==> config.mk <==
export PLATFORM = sky130hd
export DESIGN_NAME = serial_frame_tx
export DESIGN_NICKNAME = d
export VERILOG_FILES = /design/src/rtl/serial_frame_tx.sv
export SDC_FILE = /design/constraint.sdc
export NUM_CORES = 1
export LEC_CHECK = 0
export CAP_MARGIN = 20
export CORE_MARGIN = 10
export CORE_UTILIZATION = 50
export DETAILED_ROUTE_END_ITERATION = 10
export GPL_TIMING_DRIVEN = 0
export PLACE_DENSITY = 0.77
export SKIP_LAST_GASP = 1
export SLEW_MARGIN = 20
export SYNTH_ARGS = -nofsm -noshare
export SYNTH_HDL_FRONTEND = slang
export SYNTH_SLANG_ARGS = --single-unit
==> constraint.sdc <==
create_clock -name clk -period 2.15 [get_ports clk]
set_input_delay 0.3225 -clock clk [delete_from_list [all_inputs] [get_ports clk]]
set_output_delay 0.3225 -clock clk [all_outputs]
set_load 0.01 [all_outputs]
==> src/rtl/serial_frame_tx.sv <==
// -----------------------------------------------------------------------------
// serial_frame_tx
//
// Purpose:
//   Turns a parallel word into a framed 1-bit stream: one start bit (0),
//   DATA_W data bits LSB-first, one stop bit (1). Each bit is held for
//   BIT_TICKS clocks. The line idles high. A new word can be accepted in the
//   last stop cycle, so back-to-back frames have no idle gap.
//
// Handshake (valid/ready):
//   A word is transferred on a rising edge where tx_valid && tx_ready.
//   tx_data only needs to be stable in that cycle. tx_valid may be held high
//   while tx_ready is low; the word then waits, and nothing is lost or sent
//   twice. tx_valid going low during a frame does not affect that frame.
//
// Ports:
//   clk        in   rising-edge clock
//   resetn     in   asynchronous, active-low reset
//   tx_data    in   [DATA_W-1:0] word to send, sampled on the accept edge
//   tx_valid   in   upstream has a word
//   tx_ready   out  word can be accepted this cycle (combinational)
//   tx_out     out  serial line, decoded from registered state only
//   busy       out  frame in progress (state != IDLE)
//   curr_state out  [1:0] debug view of the state register
// -----------------------------------------------------------------------------
module serial_frame_tx #(
    parameter int DATA_W    = 8,
    parameter int BIT_TICKS = 4
) (
    input  logic              clk,
    input  logic              resetn,
    input  logic [DATA_W-1:0] tx_data,
    input  logic              tx_valid,
    output logic              tx_ready,
    output logic              tx_out,
    output logic              busy,
    output logic [1:0]        curr_state
);

    localparam int TICK_W = (BIT_TICKS > 1) ? $clog2(BIT_TICKS) : 1;
    localparam int BIT_W  = (DATA_W > 1)    ? $clog2(DATA_W)    : 1;

    typedef enum logic [1:0] {
        IDLE  = 2'b00,
        START = 2'b01,
        DATA  = 2'b10,
        STOP  = 2'b11
    } state_t;

    state_t             r_state;
    logic [DATA_W-1:0]  r_shift;
    logic [TICK_W-1:0]  r_tick;
    logic [BIT_W-1:0]   r_bit;

    logic               w_last_tick;
    logic               w_last_bit;
    logic               w_accept;

    assign w_last_tick = (r_tick == TICK_W'(BIT_TICKS - 1));
    assign w_last_bit  = (r_bit == BIT_W'(DATA_W - 1));

    // Ready is open in IDLE and in the final cycle of the stop bit, which is
    // what lets the next frame's start bit follow the stop bit directly.
    assign tx_ready = (r_state == IDLE) || ((r_state == STOP) && w_last_tick);
    assign w_accept = tx_valid && tx_ready;

    // Decoded from the state register only; because reset clears the state
    // asynchronously, the line goes high immediately when resetn drops.
    assign tx_out     = (r_state == DATA) ? r_shift[0] : (r_state != START);
    assign busy       = (r_state != IDLE);
    assign curr_state = r_state;

    always_ff @(posedge clk or negedge resetn) begin
        if (!resetn) begin
            r_state <= IDLE;
            r_shift <= '0;
            r_tick  <= '0;
            r_bit   <= '0;
        end else begin
            case (r_state)
                IDLE: begin
                    if (w_accept) begin
                        r_shift <= tx_data;
                        r_tick  <= '0;
                        r_state <= START;
                    end
                end
                START: begin
                    if (w_last_tick) begin
                        r_tick  <= '0;
                        r_bit   <= '0;
                        r_state <= DATA;
                    end else begin
                        r_tick <= r_tick + 1'b1;
                    end
                end
                DATA: begin
                    if (w_last_tick) begin
                        r_tick  <= '0;
                        r_shift <= r_shift >> 1;
                        if (w_last_bit) begin
                            r_state <= STOP;
                        end else begin
                            r_bit <= r_bit + 1'b1;
                        end
                    end else begin
                        r_tick <= r_tick + 1'b1;
                    end
                end
                STOP: begin
                    if (w_last_tick) begin
                        r_tick <= '0;
                        if (w_accept) begin
                            r_shift <= tx_data;
                            r_state <= START;
                        end else begin
                            r_state <= IDLE;
                        end
                    end else begin
                        r_tick <= r_tick + 1'b1;
                    end
                end
                default: r_state <= IDLE;
            endcase
        end
    end

endmodule

Word-level counts from Yosys, hierarchy flattened

Index checks and enable logic that the tools add are counted.

Register bits after elaboration: 15

Add/sub/neg operators: 2
Equal/unequal tests: 12
Mux-type cells: 19
Reductions and logical operators: 11

Operator list:

| operator                                               | number |
|---|---|
| two-way mux 8 bit                                      | 3 |
| one-hot mux 8 bit (3 select lines)                     | 1 |
| two-way mux 2 bit                                      | 7 |
| inequality test 2 bit (second input constant)          | 6 |
| two-way mux 3 bit                                      | 3 |
| one-hot mux 2 bit (4 select lines)                     | 1 |
| equality test 2 bit (second input constant)            | 3 |
| one-hot mux 3 bit (2 select lines)                     | 1 |
| AND reduction 5 bit                                    | 1 |
| one-hot mux 2 bit (2 select lines)                     | 1 |
| AND reduction 4 bit                                    | 1 |
| nonzero test 2 bit                                     | 2 |
| adder 3 x 1 -> 3 bit (second input constant)           | 1 |
| equality test 3 bit (second input constant)            | 1 |
| AND reduction 3 bit                                    | 1 |
| nonzero test 3 bit                                     | 1 |
| OR reduction 3 bit                                     | 1 |
| adder 2 x 1 -> 2 bit (second input constant)           | 1 |
| equality test 2 x 1 -> 1 bit (second input constant)   | 1 |
| logical AND 1 bit                                      | 2 |
| zero test 2 bit                                        | 1 |
| two-way mux 1 bit                                      | 2 |
| inequality test 2 x 1 -> 1 bit (second input constant) | 1 |
| logical OR 1 bit                                       | 1 |

Longest topological paths before layout

Depth in word-level cells: 7
Depth in mapped cells: 7
Mapped depth without buffers: 6

Least setup slack after synthesis

No wires, ideal clock.

Path kind: flip-flop to flip-flop
From: reg r_state[0], in the netlist curr_state[0]
To: reg r_shift[7]
Library setup time: 120 ps
Arrival time: 1849 ps
Setup slack: 181 ps
Stages on the path, launching flop included: 7
Path buffers: 0
Period minus slack after synthesis: 1969 ps
Cell sequence: dfrtp_1 inv_1 ha_1 or3b_4 a211oi_4 nor2b_1 a31o_2

Longest elaborated chain between the ends: 7
Elaborated cells between the ends (all ways): 13
Those cells by class: 4 x eq/ne; 3 x mux; 6 x reduce/logical

Ends and longest elaborated chain:

| what                               | RTL line | RTL |
|---|---|---|
| from (decl)                        | 50       | `state_t r_state;` |
| from (signal assigned)             | 75       | `r_state <= IDLE;` |
| from (signal assigned)             | 85       | `r_state <= START;` |
| from (signal assigned)             | 92       | `r_state <= DATA;` |
| equality test 2 bit                | 64, 80   |  |
| logical AND 1 bit                  | 64       | `assign tx_ready = (r_state == IDLE) \|\| ((r_state == STOP) && w_last_tick);` |
| logical OR 1 bit                   | 64       |  |
| logical AND 1 bit                  | 65       | `assign w_accept = tx_valid && tx_ready;` |
| two-way mux 8 bit (2 in series)    | --       |  |
| one-hot mux 8 bit (3 select lines) | 80       | `case (r_state)` |
| to (signal assigned)               | 83       | `r_shift <= tx_data;` |
| to (signal assigned)               | 100      | `r_shift <= r_shift >> 1;` |
| to (signal assigned)               | 114      | `r_shift <= tx_data;` |
| to (decl)                          | 51       | `logic [DATA_W-1:0] r_shift;` |

Parallel ways exist; a longest one is shown, timed or not. The select of a mux whose other input is x is not followed.
A chain may end at the register's enable or synchronous reset.

Final worst setup path

From: reg r_state[0], in the netlist curr_state[0]
To: out tx_out

Longest elaborated chain between the ends: 2
Elaborated cells between the ends (all ways): 3
Those cells by class: 2 x eq/ne; 1 x mux

Ends and longest elaborated chain:

| what                                                                  | RTL line | RTL |
|---|---|---|
| inequality test 2 x 1 -> 1 bit or equality test 2 bit (tied branches) | 69       | `assign tx_out = (r_state == DATA) ? r_shift[0] : (r_state != START);` |
| two-way mux 1 bit (*)                                                 | 69       |  |
| to (decl)                                                             | 35       | `output logic tx_out,` |

Every way passes the cells marked *; elsewhere a longest branch is shown, timed or not.

==> flow_results.xml <==
<?xml version="1.0" encoding="UTF-8"?>
<metrics>
  <group name="outcome">
    <metric name="outcome" unit="">completed</metric>
  </group>
  <group name="clock_tree">
    <metric name="cts_made_buffers" unit="">3</metric>
    <metric name="cts_tree" unit="">yes</metric>
    <metric name="clkSlewWorstSetupHoldPaths" unit="ns">0.09</metric>
    <metric name="post_cts_buffers" unit="">0</metric>
    <metric name="insertion_delay_of_the_later_clocked_pin_in_the_worst_skew_pair" unit="ns">0.29</metric>
    <metric name="clock_tree.root_cell" unit="">sky130_fd_sc_hd__clkbuf_4</metric>
    <metric name="clock-sinks" unit="">15</metric>
    <metric name="clockBufferDepth" unit="">2</metric>
    <metric name="h_tree_depth_reported_by_cts" unit="">1</metric>
  </group>
  <group name="setup_path">
    <metric name="worstPathRequired" unit="ns">1.83</metric>
    <metric name="worst_r2r_startpoint" unit="">curr_state[0]</metric>
    <metric name="endpoint_kind" unit="">output port</metric>
    <metric name="timing.setup.critical_path_class" unit="">flip-flop to output port</metric>
    <metric name="worst_setup_slack_for_register_to_register_paths" unit="ns">0.18</metric>
    <metric name="timing.critical_path.arrival" unit="ns">1.69</metric>
    <metric name="r2r_end" unit="">r_shift[0]</metric>
    <metric name="cp-start-kind" unit="">flip-flop</metric>
    <metric name="timing.critical_path.fanout_max" unit="">10</metric>
    <metric name="rr_worst_depth" unit="">7</metric>
  </group>
  <group name="synth">
    <metric name="yosys-top-cells-area" unit="">sky130_fd_sc_hd__dfrtp_1 (42%), sky130_fd_sc_hd__ha_1 (13%), sky130_fd_sc_hd__mux2i_1 (7.9%)</metric>
    <metric name="synth_enable_flop_cells" unit="">0</metric>
    <metric name="synth-simple-area-share" unit="%">12.5</metric>
    <metric name="synth_compound_gate_area_share" unit="%">18.8</metric>
    <metric name="synthDominantAreaCellType" unit="">sky130_fd_sc_hd__dfrtp_1</metric>
    <metric name="post_synth_inst_count" unit="">85</metric>
    <metric name="syn_nets" unit="">105</metric>
    <metric name="ys_top_cells_by_count" unit="">sky130_fd_sc_hd__dfrtp_1 (15), sky130_fd_sc_hd__ha_1 (9), sky130_fd_sc_hd__nor2_1 (8)</metric>
    <metric name="number_of_synthesis_warnings" unit="">0</metric>
    <metric name="post-synth-top-count-cell" unit="">sky130_fd_sc_hd__dfrtp_1</metric>
    <metric name="synth.distinct_cells" unit="">25</metric>
    <metric name="dominantRegCellSynth" unit="">sky130_fd_sc_hd__dfrtp_1</metric>
    <metric name="seq_area_frac_synth" unit="%">42.2</metric>
    <metric name="yosys.area.top_type_share" unit="%">42.2</metric>
    <metric name="yosys-mux-area-fraction" unit="%">10.4</metric>
    <metric name="synth.ff_latch_count" unit="">15</metric>
    <metric name="synthesis.area_per_instance" unit="um2">10.5</metric>
    <metric name="async_reset_ff_share" unit="%">100</metric>
    <metric name="xor_and_xnor_area_share_after_synthesis" unit="%">0</metric>
    <metric name="synth_top_family_by_area" unit="">compound AO/OA/AOI/OAI gates</metric>
    <metric name="synth-adder-area-share" unit="%">12.7</metric>
    <metric name="synth_area" unit="um2">890</metric>
  </group>
  <group name="power_and_ir_drop">
    <metric name="pwr_dens" unit="nW/um2">1410</metric>
    <metric name="power_leakage" unit="nW">0.499</metric>
    <metric name="ir_worst_vdd" unit="V">0.000876</metric>
  </group>
  <group name="placement">
    <metric name="placed_cell_area" unit="um2">1070</metric>
    <metric name="detailedPlace.worstSlack" unit="ns">-0.337</metric>
    <metric name="globalplace.congestion" unit="">0.810</metric>
    <metric name="io_buffer_count" unit="">15</metric>
    <metric name="place_hpwl" unit="um">1410</metric>
  </group>
  <group name="finish">
    <metric name="fill_cell_instance_count_of_the_final_layout" unit="">146</metric>
    <metric name="finish.utilization" unit="%">65.2</metric>
    <metric name="final_cell_area" unit="um2">1110</metric>
    <metric name="final_nets" unit="">125</metric>
    <metric name="antenna_cells_inserted" unit="">0</metric>
    <metric name="seqCellArea" unit="um2">378</metric>
    <metric name="layout-area-overhead-vs-synth" unit="%">25.2</metric>
    <metric name="multi_input_gate_area" unit="um2">489</metric>
    <metric name="drive_gt1_share" unit="%">18.3</metric>
  </group>
  <group name="global_route">
    <metric name="vias_in_the_first_global_route" unit="">719</metric>
    <metric name="remaining_global_route_overflow" unit="">0</metric>
    <metric name="grt.total_usage" unit="%">9.67</metric>
    <metric name="grt_start_max_net_pins" unit="">16</metric>
    <metric name="wire_length_of_the_first_global_routing_pass" unit="um">3120</metric>
    <metric name="number_of_antenna_violations_at_the_first_check_in_global_routing" unit="">0</metric>
  </group>
  <group name="drt">
    <metric name="routedWlPerCell" unit="um">14.1</metric>
    <metric name="first_pass_iters" unit="">2</metric>
    <metric name="remaining_drc_errors" unit="">0</metric>
    <metric name="top_layer" unit="">met4</metric>
    <metric name="vias_per_cell" unit="">5.26</metric>
    <metric name="met1_routed_wirelength_after_detailed_routing" unit="um">788</metric>
    <metric name="vias" unit="">679</metric>
    <metric name="routed-wl-met3" unit="um">90</metric>
    <metric name="finalWirelength" unit="um">1810</metric>
    <metric name="wl_met2" unit="um">922</metric>
    <metric name="ant_nets" unit="">0</metric>
    <metric name="drt_iter0_drc" unit="">10</metric>
  </group>
  <group name="timing">
    <metric name="final.min_clock_period" unit="ns">2.02</metric>
    <metric name="final-hold-violation-count" unit="">0</metric>
    <metric name="final.period_utilization" unit="%">93.8</metric>
    <metric name="tns" unit="ns">0</metric>
    <metric name="final_max_slew_viol_count" unit="">0</metric>
    <metric name="remaining_max_slew_budget_at_the_tightest_pin" unit="%">55.2</metric>
    <metric name="setup_viol_count_final" unit="">0</metric>
    <metric name="finClkSkew" unit="ns">0.00366</metric>
    <metric name="rsz0062_at_grt" unit="">no</metric>
    <metric name="finalWorstSetupSlack" unit="ns">0.134</metric>
    <metric name="fmax" unit="MHz">496</metric>
    <metric name="hold_slack" unit="ns">0.438</metric>
    <metric name="worstMarginPinSlew" unit="ns">0.670</metric>
  </group>
  <group name="floorplanning">
    <metric name="top_level_port_count" unit="">16</metric>
    <metric name="floorplan.die.height" unit="um">62.2</metric>
    <metric name="fp.dieArea" unit="um2">3870</metric>
    <metric name="start_util" unit="%">52.1</metric>
    <metric name="die_w" unit="um">62.2</metric>
    <metric name="core_region_area" unit="um2">1710</metric>
    <metric name="fp-row-count" unit="">15</metric>
  </group>
  <group name="job">
    <metric name="drv.max_cap_violation_count" unit="">0</metric>
  </group>
  <group name="min_path">
    <metric name="min-delay-path-class" unit="">input pin to asynchronous set/reset pin</metric>
  </group>
</metrics>
-- worst max path at each step --
stage                             start         end  slack (ns)
after floorplan           curr_state[0]  r_shift[7]        0.18
after global placement    curr_state[0]      tx_out       -0.29
after detailed placement  curr_state[0]      tx_out       -0.34
after CTS                 curr_state[1]    tx_ready       0.007
after global routing      curr_state[0]      tx_out        0.05
final                     curr_state[0]      tx_out        0.13
-- logic make-up (layout without fill, tap and decap cells) --
kind of cell / Yosys count / in the layout
buffers and inverters: 6 / 25
muxes: 9 / 9
and+or+nand+nor: 23 / 23
adders and majority gates: 9 / 9
AOI/OAI and AO/OA: 23 / 23
DFF: 15 / 15
-- timing repair --
action / CTS / global route
gates resized for setup: 7 / 4
cloned: 0 / 0
endpoints found under the setup margin: 3 / 4
hold buffers: 0 / 0
-- worst max-delay path: stages, from the launching register on --
cell	delay, ns
sky130_fd_sc_hd__dfrtp_2	0.46
sky130_fd_sc_hd__inv_2	0.11
sky130_fd_sc_hd__ha_2	0.25
sky130_fd_sc_hd__buf_6	0.18
sky130_fd_sc_hd__nand2_1	0.05
sky130_fd_sc_hd__o21ai_0	0.06
sky130_fd_sc_hd__dlygate4sd2_1	0.29
-- cell type report --
cell class,instances,share of cell area (%)
plain buffers,2,2.02
clock buffers,4,2.36
inverters,4,1.35
multi-input cells,64,43.9
flip-flops and latches,15,33.9
well taps,25,2.81
repair buffers,15,13.6
-- cells in the final DEF (no fill, tap or decap), drive strengths merged --
| cell type | Yosys | layout |
|---|---|---|
| or3b | 1 | 1 |
| nand2b | 2 | 2 |
| a21o | 1 | 1 |
| dlygate4sd2 | 0 | 1 |
| dlymetal6s2s | 0 | 1 |
| a22oi | 2 | 2 |
| mux2 | 2 | 2 |
| nor4 | 2 | 2 |
| a22o | 1 | 1 |
| clkdlybuf4s50 | 0 | 13 |
| ha | 9 | 9 |
| o211a | 1 | 1 |
| o21ai | 6 | 6 |
| clkbuf | 0 | 4 |
| nor2b | 2 | 2 |
| nor3 | 2 | 2 |
| buf | 2 | 2 |
| inv | 4 | 4 |
| a211oi | 2 | 2 |
| a21oi | 8 | 8 |
| nor2 | 8 | 8 |
| o221ai | 1 | 1 |
| dfrtp | 15 | 15 |
| a31o | 1 | 1 |
| mux2i | 7 | 7 |
| nand2 | 6 | 6 |
-- flip-flops by register name (all words and copies together) (netlist names) --
register and count:
r_shift 8, r_bit 3, curr_state 2, r_tick 2
-- where the power goes --
group	total [W]	internal [W]	switching, W	leakage (nW)
combinational	0.000888	0.000442	0.000447	0.307
sequential	0.000521	0.000421	0.0000999	0.177
clock	0.000163	0.0000721	0.0000905	0.0150
total	0.00157	0.000935	0.000637	0.499
-- through the flow --
stage | instances | power [W]
4_1_cts | 129 | 0.00158
2_1_floorplan | 85 | 0.00112
3_3_place_gp | 125 | 0.00136
6_report | 129 | 0.00157
5_1_grt | 129 | 0.00170
3_5_place_dp | 125 | 0.00140
-- metal layers --
layer | GRT usage [%] | up-vias
li1 | - | 341
met1 | 9.60 | 326
met2 | 17.3 | 10
met3 | 4.12 | 2
met4 | 3.71 | 0
met5 | 0 | -
No activity file was read; power rests on OpenSTA's default activity.
==> RTL change 1 (same settings) <==
`BIT_TICKS`: 4 -> 2.
--- a/src/rtl/serial_frame_tx.sv
+++ b/src/rtl/serial_frame_tx.sv
@@ -27,3 +27,3 @@
     parameter int DATA_W    = 8,
-    parameter int BIT_TICKS = 4
+    parameter int BIT_TICKS = 2
 ) (
Function: changed (Yosys sat finds a counterexample within 4 cycles, from zero or initial values and one cycle with resetn low).
==> RTL change 1 against the original RTL <==
Non-clock buffer count up 2. Fmax down 1.5%. Sequential cell count down 1. Wire length down 7.8%. Design area up 2.4%. Via count down 9.7%. Total power up 8.4%. Sequential power down 9.0%. Worst setup slack worse by 31 ps. Synthesized area up 2.4%. First-iteration DRC count down 60%. Highest routed layer unchanged.
==> RTL change 1: results (changes against the original RTL) <==
critPathMaxStageDelay_ps: 530  # +70 ps
ir_drop_mv: 0.799  # -8.8%
leakage_nw: 0.486  # -2.6%
instances_no_fill: 117  # -9.3%
grt.met1_usage: 0.0941  # -0.00191
syn_area_per_cell_um2: 12.7  # +21%
place_inst: 112  # -10%
ys_top_cells_by_area: "dfrtp_1, mux2_2, ha_1"
fill_cells: 145  # -0.68%
hpwl_mm: 1.33  # -5.5%
synth_flop_cell: "dfrtp_1"
synth_nets: 91  # -13%
switching_share: 0.356  # -0.0496
io_buffers: 15  # unchanged
wl_met2_um: 875  # -5.1%
slew_headroom: 0.576  # +0.0246
status: "finished, final reports clean"
cp_max_fo: 6  # -4
grt_pass1_vias: 667  # -7.2%
grt_pass1_wl_mm: 2.92  # -6.4%
drive_gt1_frac: 0.370  # +0.187
worstPathArrival_ps: 1720  # +30 ps
critPathSlowestCell: "clkdlybuf4s50_1"
dr_total_vias: 613  # -9.7%
synth.cells.most_frequent: "mux2_2, dfrtp_1, ha_1"
met3_usage: 0.0412  # unchanged
startpoint: "curr_state[1]"
grt_use_met2: 0.156  # -0.0167
dr_wl_met3_um: 80  # -11%
finalWeightedCongestion: 0.702  # -13%
m1WireLength_um: 707  # -10%
grt_max_degree: 15  # -1
ys_seq_area_frac: 0.385  # -0.0373
drt_pass1_iterations: 4  # +2
postRouteWirelength_mm: 1.67  # -7.8%
==> RTL change 1: cell count changes after synthesis, moves of 4 or more <==
cell     before  now
a21oi_1       5    1
a22o_1        1    5
mux2_2        2   18
mux2i_1       7    0
nor2_1        8    1
o21ai_0       6    2
==> RTL change 1: cell type report <==
class / instances / area [µm²] / share of cell area
well taps: 25 / 31.3 / 0.0274
inverters: 3 / 11.3 / 0.00988
multi-input cells: 52 / 515 / 0.452
flip-flops and latches: 14 / 352 / 0.308
plain buffers: 3 / 36.3 / 0.0318
clock buffers: 4 / 36.3 / 0.0318
repair buffers: 16 / 158 / 0.138
==> RTL change 1: final timing paths <==
check                           endpoint  slack [ps]  cells after the start
min reg2reg                   r_shift[6]         510                      1
min in group clk              r_shift[6]         510                      1
max in group asynchronous  curr_state[1]        1280                      1
min                           r_shift[0]         430                      1
max                             tx_ready         100                      5
max reg2reg                   r_shift[5]         300                      5
==> RTL change 1: metrics by stage <==
step	hold slack, ps	setup TNS, ps	total power, mW	area [µm²]	worst slack, ps
after floorplan	26.9	0	1.23	911	319
after global placement	484	0	1.47	1090	26.8
after detailed placement	497	0	1.52	1090	5.91
after CTS	436	0	1.72	1140	20.8
after global routing	457	-11.8	1.85	1140	-11.8
final	429	0	1.70	1140	103
==> RTL change 1: cells by family (layout without fill, tap and decap cells) <==
group           count (synthesis)  in the layout  synth area share
compound gates                 13             13             0.122
fa+ha+maj                       8              8             0.110
buf+inv                         6             26            0.0522
flops                          14             14             0.385
mux                            18             18             0.223
simple gates                   13             13             0.109
==> RTL change 1: timing repair <==
action                                 CTS  global route
resized for setup                        2             3
setup buffers                            1             0
endpoints found under the hold margin    0             0
setup endpoints to repair                2             2
==> RTL change 2 (same flow settings) <==
Made on the original files. Make the reset (`resetn`) synchronous in one clocked block. Comments in the files are not updated.
--- a/src/rtl/serial_frame_tx.sv
+++ b/src/rtl/serial_frame_tx.sv
@@ -72,3 +72,3 @@
 
-    always_ff @(posedge clk or negedge resetn) begin
+    always_ff @(posedge clk) begin
         if (!resetn) begin
Behaviour: differs if resetn is asserted again (counterexample within 4 cycles, from zero or initial values and one cycle with resetn low); with resetn held inactive, the same outputs for 10 cycles.
==> RTL change 2 against the original RTL <==
Hold slack worse by 55 ps. Clock skew fell by 1.9 ps. Synthesized area is 3.4% higher. Sequential cell count stayed put. Wire length barely moved. Total power is 22% lower. Combinational power down 28%. Design area is 0.11% higher. Non-clock buffer count rose by 2. Die area grew 2.3%. Sequential power decreased by 20%. Critical path type unchanged. Worst setup slack gained 3.5 ps. Count of clock-buffer cells in the layout did not move.
==> RTL change 2: results (changes against the original RTL) <==
status: "finished, final reports clean"
drt-wirelength-per-cell_um: 12.3  # -13%
ys_types: 28  # +12%
ys_top_cells_by_area: "dfxtp_1, ha_1, mux2i_1"
drive_gt1_frac: 0.122  # -0.0607
switching_share: 0.368  # -0.0372
slew_headroom: 0.736  # +0.184
cp-endpoint: "busy"
ir_drop_mv: 0.551  # -37%
cts_setup_buffers: 0  # unchanged
clock_path_buffers: 2  # unchanged
grt_usage: 0.0970  # +0.000268
vias_per_cell: 5.03  # -4.4%
fin_ws_ps: 138  # +3.55 ps
min_path_cells: 3
rr_worst_depth: 6  # -1
cp_max_fo: 8  # -2
startpoint_type: "flop"
synth_cells: 106  # +25%
grt_max_degree: 11  # -5
postRouteWirelength_mm: 1.81  # about the same
r2r_slack_ps: 350  # +170 ps
fin_skew_ps: 1.77  # -1.89 ps
worstHoldPathType: "in -> reg"
reg2reg_to: "r_shift[1]"
grt_pass1_vias: 764  # +6.3%
synth_nets: 125  # +19%
place_inst: 145  # +16%
fill_cells: 160  # +9.6%
r2r_start: "curr_state[0]"
ys_seq_area_frac: 0.327  # -0.0954
cts-resized-gates: 3  # -4
synth.cells.most_frequent: "nand2_1, dfxtp_1, mux2i_1"
async_flop_share: 0  # -1.00
post-place-ws_ps: 94.8  # +431 ps
min_from: "resetn"
io_buffers: 14  # -1
power.density_mw_per_mm2: 1100  # -22%
grt_pass1_wl_mm: 3.20  # +2.7%
antenna_found_initial: 0  # unchanged
largest_registers: "r_shift: 8 flops, r_bit: 3 flops"
finalWeightedCongestion: 0.738  # -8.8%
drt_pass1_iterations: 4  # +2
leakage_nw: 0.482  # -3.5%
hpwl_mm: 1.38  # -1.7%
drt_iter0_markers: 17  # +7
pwr-share-comb: 0.524  # -0.041
nets: 143  # +14%
clk-power_uw: 163  # about the same
-- RTL change 2: cell count changes after synthesis, sizes merged, moves of 3 or more --
cell	delta
a21boi	+3
a21oi	-6
clkbuf	+4
dfrtp	-15
dfxtp	+15
mux2	+5
mux2i	+3
nand2	+20
nor2	-6
o21ai	-3
-- RTL change 2: worst max-delay path, cell delays in order, from the launching register on --
cell and delay, ps:
dfxtp_2 410, inv_1 80, ha_1 260, inv_1 110, clkdlybuf4s50_1 540
-- RTL change 2: layer usage --
metal  wire length [µm]  global-route usage  vias to the layer above
li1                   -                   -                      393
met1                833               0.104                      328
met2                861               0.165                       19
met3                 75              0.0251                        5
met4                 43              0.0587                        0
met5                  0                   0                        -
-- RTL change 2: stage by stage --
| stage | instance area [µm²] | util | hold slack (ps) |
|---|---|---|---|
| floorplan | 920 | - | 435 |
| global placement | 1090 | 0.632 | 441 |
| detailed placement | 1090 | 0.632 | 452 |
| CTS | 1120 | 0.647 | 379 |
| global route | 1110 | 0.646 | 389 |
| finish | 1110 | 0.646 | 383 |
-- RTL change 2: area by class of cell --
| type | instances | area share |
|---|---|---|
| multi-input cells | 80 | 0.511 |
| flip-flops and latches | 15 | 0.272 |
| repair buffers | 14 | 0.125 |
| well taps | 25 | 0.0281 |
| plain buffers | 5 | 0.0247 |
| clock buffers | 4 | 0.0236 |
| inverters | 5 | 0.0168 |
-- RTL change 2: logic make-up after synthesis --
family / count (synthesis) / share of synthesized area
AND/OR/NAND/NOR: 40 / 0.203
multiplexers: 17 / 0.195
AO/OA/AOI/OAI: 15 / 0.113
flip-flops: 15 / 0.327
buffers and inverters: 11 / 0.0544
adder cells (fa/ha/maj): 8 / 0.109
